==> src/rtl/swo_uart_rx_pkg.sv <==
// Shared constants for the SWO UART receiver: FSM encodings, framing limits
// and the configuration clamp helpers applied when a frame starts.
package swo_uart_rx_pkg;

  localparam logic [2:0] SWO_RX_IDLE      = 3'd0;
  localparam logic [2:0] SWO_RX_START     = 3'd1;
  localparam logic [2:0] SWO_RX_DATA      = 3'd2;
  localparam logic [2:0] SWO_RX_STOP      = 3'd3;
  localparam logic [2:0] SWO_RX_WAIT_HIGH = 3'd4;

  localparam logic [3:0] DATA_BITS_MIN = 4'd5;
  localparam logic [3:0] DATA_BITS_MAX = 4'd8;
  localparam logic [1:0] STOP_BITS_MIN = 2'd1;
  localparam logic [1:0] STOP_BITS_MAX = 2'd2;

  function automatic logic [3:0] clamp_data_bits(input logic [3:0] bits);
    if (bits < DATA_BITS_MIN || bits > DATA_BITS_MAX) return DATA_BITS_MAX;
    return bits;
  endfunction

  function automatic logic [1:0] clamp_stop_bits(input logic [1:0] bits);
    if (bits < STOP_BITS_MIN) return STOP_BITS_MIN;
    if (bits > STOP_BITS_MAX) return STOP_BITS_MAX;
    return bits;
  endfunction

endpackage

==> src/rtl/swo_uart_rx_if.sv <==
// Received-byte bus from the SWO receiver to the trace trigger matcher.
interface swo_uart_rx_if;

  logic [7:0] O_data;
  logic       O_data_valid;
  logic       O_framing_error;
  logic       O_busy;

  modport master (output O_data, output O_data_valid, output O_framing_error, output O_busy);
  modport slave  (input  O_data, input  O_data_valid, input  O_framing_error, input  O_busy);

endinterface

==> src/rtl/swo_uart_rx_bit_timer.sv <==
// Loadable down-counter that parks at zero; zero marks a bit sample point.
module swo_uart_rx_bit_timer #(
  parameter int W = 9
) (
  input  logic         clk,
  input  logic         rst,
  input  logic         load,
  input  logic [W-1:0] load_val,
  output logic         zero
);

  logic [W-1:0] cnt_q, cnt_d;

  always_comb begin
    cnt_d = cnt_q;
    if (load)              cnt_d = load_val;
    else if (cnt_q != '0)  cnt_d = cnt_q - 1'b1;
  end

  always_ff @(posedge clk) begin
    if (rst) cnt_q <= '0;
    else     cnt_q <= cnt_d;
  end

  assign zero = (cnt_q == '0);

endmodule

==> src/rtl/swo_uart_rx.sv <==
// SWO NRZ/UART receiver: synchronizes the pin, deframes LSB-first bytes and
// emits one-cycle strobes. Define SWO_RX_STATS_EN to build the saturating counters.
module swo_uart_rx
  import swo_uart_rx_pkg::*;
#(
  parameter int pDIV_WIDTH = 8,
  parameter int pCNT_WIDTH = 16
) (
  input  logic                  uart_clk,
  input  logic                  reset_i,
  input  logic                  I_swo,
  input  logic                  I_swo_enable,
  input  logic [pDIV_WIDTH-1:0] I_bitrate_div,
  input  logic [1:0]            I_stop_bits,
  input  logic [3:0]            I_data_bits,
  swo_uart_rx_if.master         rx_bus,
  output logic [pCNT_WIDTH-1:0] O_byte_count,
  output logic [pCNT_WIDTH-1:0] O_error_count
);

  localparam int PW = pDIV_WIDTH + 1;

  logic                  sync1_q, swo_s_q, swo_prev_q;
  logic [2:0]            state_q, state_d;
  logic [PW-1:0]         period_q, period_d;
  logic [3:0]            nbits_q, nbits_d;
  logic [1:0]            nstop_q, nstop_d;
  logic [2:0]            bit_idx_q, bit_idx_d;
  logic                  stop_idx_q, stop_idx_d;
  logic [7:0]            shift_q, shift_d;
  logic [7:0]            data_q, data_d;
  logic                  valid_q, valid_d;
  logic                  ferr_q, ferr_d;

  logic                  tmr_load;
  logic [PW-1:0]         tmr_val;
  logic                  tmr_zero;
  logic [pDIV_WIDTH-1:0] div_clamped;
  logic [PW-1:0]         period_new;

  assign div_clamped = (I_bitrate_div == '0) ? {{(pDIV_WIDTH-1){1'b0}}, 1'b1} : I_bitrate_div;
  assign period_new  = {1'b0, div_clamped} + 1'b1;

  swo_uart_rx_bit_timer #(.W(PW)) u_bit_timer (
    .clk      (uart_clk),
    .rst      (reset_i),
    .load     (tmr_load),
    .load_val (tmr_val),
    .zero     (tmr_zero)
  );

  always_comb begin
    state_d    = state_q;
    period_d   = period_q;
    nbits_d    = nbits_q;
    nstop_d    = nstop_q;
    bit_idx_d  = bit_idx_q;
    stop_idx_d = stop_idx_q;
    shift_d    = shift_q;
    data_d     = data_q;
    valid_d    = 1'b0;
    ferr_d     = 1'b0;
    tmr_load   = 1'b0;
    tmr_val    = period_q - 1'b1;

    case (state_q)
      SWO_RX_IDLE: begin
        // Configuration is captured here so mid-frame register writes cannot corrupt a byte.
        if (I_swo_enable && !swo_s_q && swo_prev_q) begin
          state_d  = SWO_RX_START;
          period_d = period_new;
          nbits_d  = clamp_data_bits(I_data_bits);
          nstop_d  = clamp_stop_bits(I_stop_bits);
          tmr_load = 1'b1;
          tmr_val  = (period_new >> 1) - 1'b1;
        end
      end
      SWO_RX_START: begin
        if (tmr_zero) begin
          if (!swo_s_q) begin
            state_d   = SWO_RX_DATA;
            bit_idx_d = 3'd0;
            shift_d   = 8'h00;
            tmr_load  = 1'b1;
          end else begin
            state_d = SWO_RX_IDLE;
          end
        end
      end
      SWO_RX_DATA: begin
        if (tmr_zero) begin
          shift_d[bit_idx_q] = swo_s_q;
          tmr_load           = 1'b1;
          if ({1'b0, bit_idx_q} == nbits_q - 4'd1) begin
            state_d    = SWO_RX_STOP;
            stop_idx_d = 1'b0;
          end else begin
            bit_idx_d = bit_idx_q + 3'd1;
          end
        end
      end
      SWO_RX_STOP: begin
        if (tmr_zero) begin
          if (!swo_s_q) begin
            ferr_d  = 1'b1;
            state_d = SWO_RX_WAIT_HIGH;
          end else if ({1'b0, stop_idx_q} == nstop_q - 2'd1) begin
            valid_d = 1'b1;
            data_d  = shift_q;
            state_d = SWO_RX_IDLE;
          end else begin
            stop_idx_d = 1'b1;
            tmr_load   = 1'b1;
          end
        end
      end
      SWO_RX_WAIT_HIGH: begin
        if (swo_s_q) state_d = SWO_RX_IDLE;
      end
      default: state_d = SWO_RX_IDLE;
    endcase

    // Disabling the receiver drops any partial byte without a strobe.
    if (!I_swo_enable) begin
      state_d  = SWO_RX_IDLE;
      valid_d  = 1'b0;
      ferr_d   = 1'b0;
      data_d   = data_q;
      tmr_load = 1'b0;
    end
  end

  always_ff @(posedge uart_clk) begin
    if (reset_i) begin
      sync1_q    <= 1'b1;
      swo_s_q    <= 1'b1;
      swo_prev_q <= 1'b1;
      state_q    <= SWO_RX_IDLE;
      period_q   <= '0;
      nbits_q    <= DATA_BITS_MAX;
      nstop_q    <= STOP_BITS_MIN;
      bit_idx_q  <= 3'd0;
      stop_idx_q <= 1'b0;
      shift_q    <= 8'h00;
      data_q     <= 8'h00;
      valid_q    <= 1'b0;
      ferr_q     <= 1'b0;
    end else begin
      sync1_q    <= I_swo;
      swo_s_q    <= sync1_q;
      swo_prev_q <= swo_s_q;
      state_q    <= state_d;
      period_q   <= period_d;
      nbits_q    <= nbits_d;
      nstop_q    <= nstop_d;
      bit_idx_q  <= bit_idx_d;
      stop_idx_q <= stop_idx_d;
      shift_q    <= shift_d;
      data_q     <= data_d;
      valid_q    <= valid_d;
      ferr_q     <= ferr_d;
    end
  end

  assign rx_bus.O_data          = data_q;
  assign rx_bus.O_data_valid    = valid_q;
  assign rx_bus.O_framing_error = ferr_q;
  assign rx_bus.O_busy          = (state_q != SWO_RX_IDLE);

`ifdef SWO_RX_STATS_EN
  logic [pCNT_WIDTH-1:0] byte_cnt_q, byte_cnt_d;
  logic [pCNT_WIDTH-1:0] err_cnt_q, err_cnt_d;

  always_comb begin
    byte_cnt_d = byte_cnt_q;
    err_cnt_d  = err_cnt_q;
    if (valid_q && byte_cnt_q != '1) byte_cnt_d = byte_cnt_q + 1'b1;
    if (ferr_q  && err_cnt_q  != '1) err_cnt_d  = err_cnt_q + 1'b1;
  end

  always_ff @(posedge uart_clk) begin
    if (reset_i) begin
      byte_cnt_q <= '0;
      err_cnt_q  <= '0;
    end else begin
      byte_cnt_q <= byte_cnt_d;
      err_cnt_q  <= err_cnt_d;
    end
  end

  assign O_byte_count  = byte_cnt_q;
  assign O_error_count = err_cnt_q;
`else
  assign O_byte_count  = '0;
  assign O_error_count = '0;
`endif

endmodule
==> src/flat_wrapper.sv <==
// flat-port wrapper written by rule: the top's interface ports become plain ports
module swo_uart_rx_flat import swo_uart_rx_pkg::*;
#(
  parameter int pDIV_WIDTH = 8,
  parameter int pCNT_WIDTH = 16
)
  (uart_clk, reset_i, I_swo, I_swo_enable, I_bitrate_div, I_stop_bits, I_data_bits, O_byte_count, O_error_count, rx_bus_O_data, rx_bus_O_data_valid, rx_bus_O_framing_error, rx_bus_O_busy);
  swo_uart_rx_if rx_bus_i ();
  input  logic uart_clk;
  input  logic reset_i;
  input  logic I_swo;
  input  logic I_swo_enable;
  input  logic [pDIV_WIDTH-1:0] I_bitrate_div;
  input  logic [1:0] I_stop_bits;
  input  logic [3:0] I_data_bits;
  output logic [pCNT_WIDTH-1:0] O_byte_count;
  output logic [pCNT_WIDTH-1:0] O_error_count;
  output wire logic [$bits(rx_bus_i.O_data)-1:0] rx_bus_O_data;
  output wire logic [$bits(rx_bus_i.O_data_valid)-1:0] rx_bus_O_data_valid;
  output wire logic [$bits(rx_bus_i.O_framing_error)-1:0] rx_bus_O_framing_error;
  output wire logic [$bits(rx_bus_i.O_busy)-1:0] rx_bus_O_busy;
  assign rx_bus_O_data = rx_bus_i.O_data;
  assign rx_bus_O_data_valid = rx_bus_i.O_data_valid;
  assign rx_bus_O_framing_error = rx_bus_i.O_framing_error;
  assign rx_bus_O_busy = rx_bus_i.O_busy;
  swo_uart_rx #(.pDIV_WIDTH(pDIV_WIDTH), .pCNT_WIDTH(pCNT_WIDTH)) u_core (.uart_clk(uart_clk), .reset_i(reset_i), .I_swo(I_swo), .I_swo_enable(I_swo_enable), .I_bitrate_div(I_bitrate_div), .I_stop_bits(I_stop_bits), .I_data_bits(I_data_bits), .rx_bus(rx_bus_i), .O_byte_count(O_byte_count), .O_error_count(O_error_count));
endmodule
==> config.mk <==
export PLATFORM = sky130hd
export DESIGN_NAME = swo_uart_rx_flat
export DESIGN_NICKNAME = d
export VERILOG_FILES = /design/src/rtl/swo_uart_rx_pkg.sv /design/src/rtl/swo_uart_rx_if.sv /design/src/rtl/swo_uart_rx_bit_timer.sv /design/src/rtl/swo_uart_rx.sv /design/src/flat_wrapper.sv
export SDC_FILE = /design/constraint.sdc
export NUM_CORES = 1
export LEC_CHECK = 0
export CORE_UTILIZATION = 35
export CTS_CLUSTER_SIZE = 40
export DETAILED_ROUTE_END_ITERATION = 8
export GPL_TIMING_DRIVEN = 1
export SYNTH_ARGS = -nofsm -noshare
export SYNTH_HDL_FRONTEND = slang
export SYNTH_SLANG_ARGS = --single-unit
==> constraint.sdc <==
create_clock -name uart_clk -period 7.4 [get_ports uart_clk]
set_clock_uncertainty 0.15 [all_clocks]
set_input_delay 0.74 -clock uart_clk [delete_from_list [all_inputs] [get_ports uart_clk]]
set_output_delay 0.74 -clock uart_clk [all_outputs]
set_load 0.05 [all_outputs]
==> run metrics <==
status=completed; multi-input logic area=slightly below 0.002 mm²; crit-path most repeated cell=nand2_1; RSZ-0062 raised after global routing=false; via count of the routed design=2,711; Post-Syn Area per Cell=about 8.1 µm²; Top FF cell, synth=dfxtp_1; ys async rst share=0%; vias in the first global route=2,470; Synth top area share=between 30 and 40%; Post-Synth Simple-Gate Area=about a quarter; Max FO, Critical Path=10; drt total wl=6.66 mm; Post-Synth XOR/XNOR Area=about 5.1%; number of antenna diodes=0; # hold bufs at CTS=0; die area=0.00967 mm²; IO Pins=61; Final Instance Area=0.00355 mm²; Initial Util=between 30% and 40%; worst r2r path cells=7; Post-Syn Instances=~400; Sum Neg Setup Slack=0 ns; critical path launch point type=input port; die width=98.4 µm; most common cell after layout, fill and taps aside=dfxtp_1; crit-path max cell delay=0.57 ns; most frequent cells in the layout=52 x dfxtp_1, 38 x nand2_1, 38 x nor2_1; Synth area leader=dfxtp_1; number of flops mapped to enable cells by yosys=0; clk slew on worst S/H paths=between 0.1 and 0.15 ns; number of vias per cell=slightly above 5; Area Growth Syn to Fin=9.20%; antenna violations before repair=0; Compound-Gate Fraction of Synth Area=19.0%; Final Hold Fails=0; RR Endpoint=u_core.u_bit_timer.cnt_q[4]; post-route antenna net violation count=0; GR Overflow Total=0; Hold WS=0.295 ns; CORE AREA=about 0.009 mm²; largest cells by area after synthesis=dfxtp_1 32%, buf_4 7.9%, a21oi_1 4.9%; crit end category=register; row count=34; f_max=307 MHz; layout cell share with drive strength beyond 1=7.45%; DP Wirelength=4.81 mm; distinct cell type count after synthesis=61; register area share after synthesis=32.0%; FF/Latch Area=between 0.001 and 0.0015 mm²; fin. max-slew vios=0; Final GP Congestion=0.817; FF+latch count, synth=52; Slowest-stage cell, CP=clkdlybuf4s50_1; Synth Area in Adders=between 1.5 and 2%; Power Dens Cells=220 mW/mm²; min-delay src=u_core.sync1_q; Mapped Area=0.00325 mm²; slew margin rel.=38.9%; CTS sink count=52; port bufs=27; Tot Pwr=between 0.0007 and 0.0008 W; reg2reg start=u_core.u_bit_timer.cnt_q[0]; global-route wire length before repair=11.6 mm; Worst-Margin Slew=a little over 0.9 ns; post-CTS resize count=0; detailed-route DRC error count=0; Chip Height=~100 µm; arrival time worst endpoint=3.33 ns; FILL cells=920; Worst Hold End=u_core.swo_s_q; crit-path cells=clkdlybuf4s50_1 -> nor4_1 -> nand2_1 -> nand2_1 -> nand2_1 -> ha_1 -> nor3b_1 -> mux2i_1 -> xnor2_1 -> nor2_1 -> a2111oi_2; NumNets Final=438; clock root cell=clkbuf_8; Iter 0 DRT Violations=about 200; WP data required=7.47 ns; final cell count without fillers=524; post-route clock period utilization=44.0%; reg2reg setup slack=~4.6 ns; Tmin final=3.26 ns; worst min path class=register to register; Leak=1.33 nW; Peak VDD IR=0.111 mV; Initial DRT Pass Iterations=8; largest net degree at the start of global routing=52; Final Setup Violations=0; CTS max path bufs=2; # Post-CTS Setup Buffers=0; Hold Crit Depth=1; clock latency on the worst-skew pair=0.31 ns; Inserted Clock Buffers=5; H-tree depth=2; CTS tree=done; synth warn=0; DR WL/cell=12.7 µm; mux cell area share after synthesis=4.04%; largest family of logic cells by synthesized area=simple AND/OR/NAND/NOR gates; GRT Total Usage=~15%; placed cell count=516; Max-cap violations=0; CP Class=input port to register; Placement Cell Area=0.00345 mm²
==> metrics by stage <==
step           setup slack (ns)  utilization [%]
6_report                   4.14             40.1
5_1_grt                    3.88             40.1
4_1_cts                    4.13             40.1
3_5_place_dp               3.81             39.0
3_3_place_gp               3.81             39.0
2_1_floorplan              4.52                -
==> logic make-up after synthesis <==
kind of cell / count (synthesis)
xor+xnor: 19
compound gates: 92
mux: 13
simple gates: 153
buf+inv: 67
other cells: 1
flops: 52
fa+ha+maj: 5
==> worst max-delay path: cells and delay by family <==
kind                     cells  cell delay, ns
buffers and inverters        1            0.57
multiplexers                 1            0.17
AND/OR/NAND/NOR              6            1.09
XOR/XNOR                     1            0.14
AO/OA/AOI/OAI                1            0.35
adder cells (fa/ha/maj)      1            0.26
==> state kept, by name, summed over array words and instances, names as in the netlist <==
name                           flops
u_core.bit_idx_q                   3
u_core.nbits_q                     4
u_core.nstop_q                     2
u_core.period_q                    9
u_core.rx_bus.O_data               8
u_core.rx_bus.O_data_valid         1
u_core.rx_bus.O_framing_error      1
u_core.shift_q                     8
u_core.state_q                     3
u_core.stop_idx_q                  1
u_core.swo_prev_q                  1
u_core.swo_s_q                     1
u_core.sync1_q                     1
u_core.u_bit_timer.cnt_q           9
==> synthesized netlist by cell type, types with 3 or more instances <==
| cell | number |
|---|---|
| nor4_1 | 4 |
| inv_1 | 13 |
| a211oi_1 | 12 |
| or4_1 | 6 |
| nand3_1 | 10 |
| or2_2 | 6 |
| clkbuf_1 | 12 |
| o31ai_1 | 3 |
| xnor2_1 | 7 |
| a31oi_1 | 4 |
| o211ai_1 | 3 |
| and3b_1 | 3 |
| ha_1 | 5 |
| nor2_1 | 38 |
| buf_2 | 7 |
| or3_1 | 6 |
| o21ai_0 | 8 |
| buf_4 | 34 |
| xor2_1 | 12 |
| and3_1 | 5 |
| o21ai_1 | 9 |
| nand4_1 | 3 |
| nand2_1 | 38 |
| nor2b_1 | 7 |
| nor3_1 | 8 |
| dfxtp_1 | 52 |
| mux2i_1 | 12 |
| nand2b_1 | 4 |
| a21oi_1 | 32 |
==> layout make-up <==
class	instances	share of cell area (%)
Clock buffer	5	1.94
Clock inverter	3	0.811
Inverter	13	1.38
Multi-Input combinational cell	314	54.8
Sequential cell	52	29.3
Tap cell	108	3.81
Timing Repair Buffer	29	7.90
==> power by group <==
group          switching, W  total (W)  internal [W]
clock network      0.000108   0.000180     0.0000717
registers         0.0000329   0.000335      0.000302
logic              0.000161   0.000266      0.000105
==> worst max-delay path by stage <==
| stage | from | to | slack, ns |
|---|---|---|---|
| 5_1_grt | I_bitrate_div[5] | u_core.u_bit_timer.cnt_q[4] | 3.88 |
| 3_3_place_gp | I_bitrate_div[4] | u_core.u_bit_timer.cnt_q[4] | 3.81 |
| 2_1_floorplan | I_bitrate_div[4] | u_core.u_bit_timer.cnt_q[4] | 4.52 |
| 3_5_place_dp | I_bitrate_div[4] | u_core.u_bit_timer.cnt_q[4] | 3.81 |
| 6_report | I_bitrate_div[4] | u_core.u_bit_timer.cnt_q[4] | 4.14 |
| 4_1_cts | I_bitrate_div[4] | u_core.u_bit_timer.cnt_q[4] | 4.13 |
==> layer usage <==
metal  vias up  track usage (%)  wire length (µm)
li1       1384                -                 -
met2        74             22.8              2810
met3         7             2.08               279
met1      1246             20.7              3500
met4         0             4.25                78
met5         -                0                 0
(Power assumes the default switching activity.)
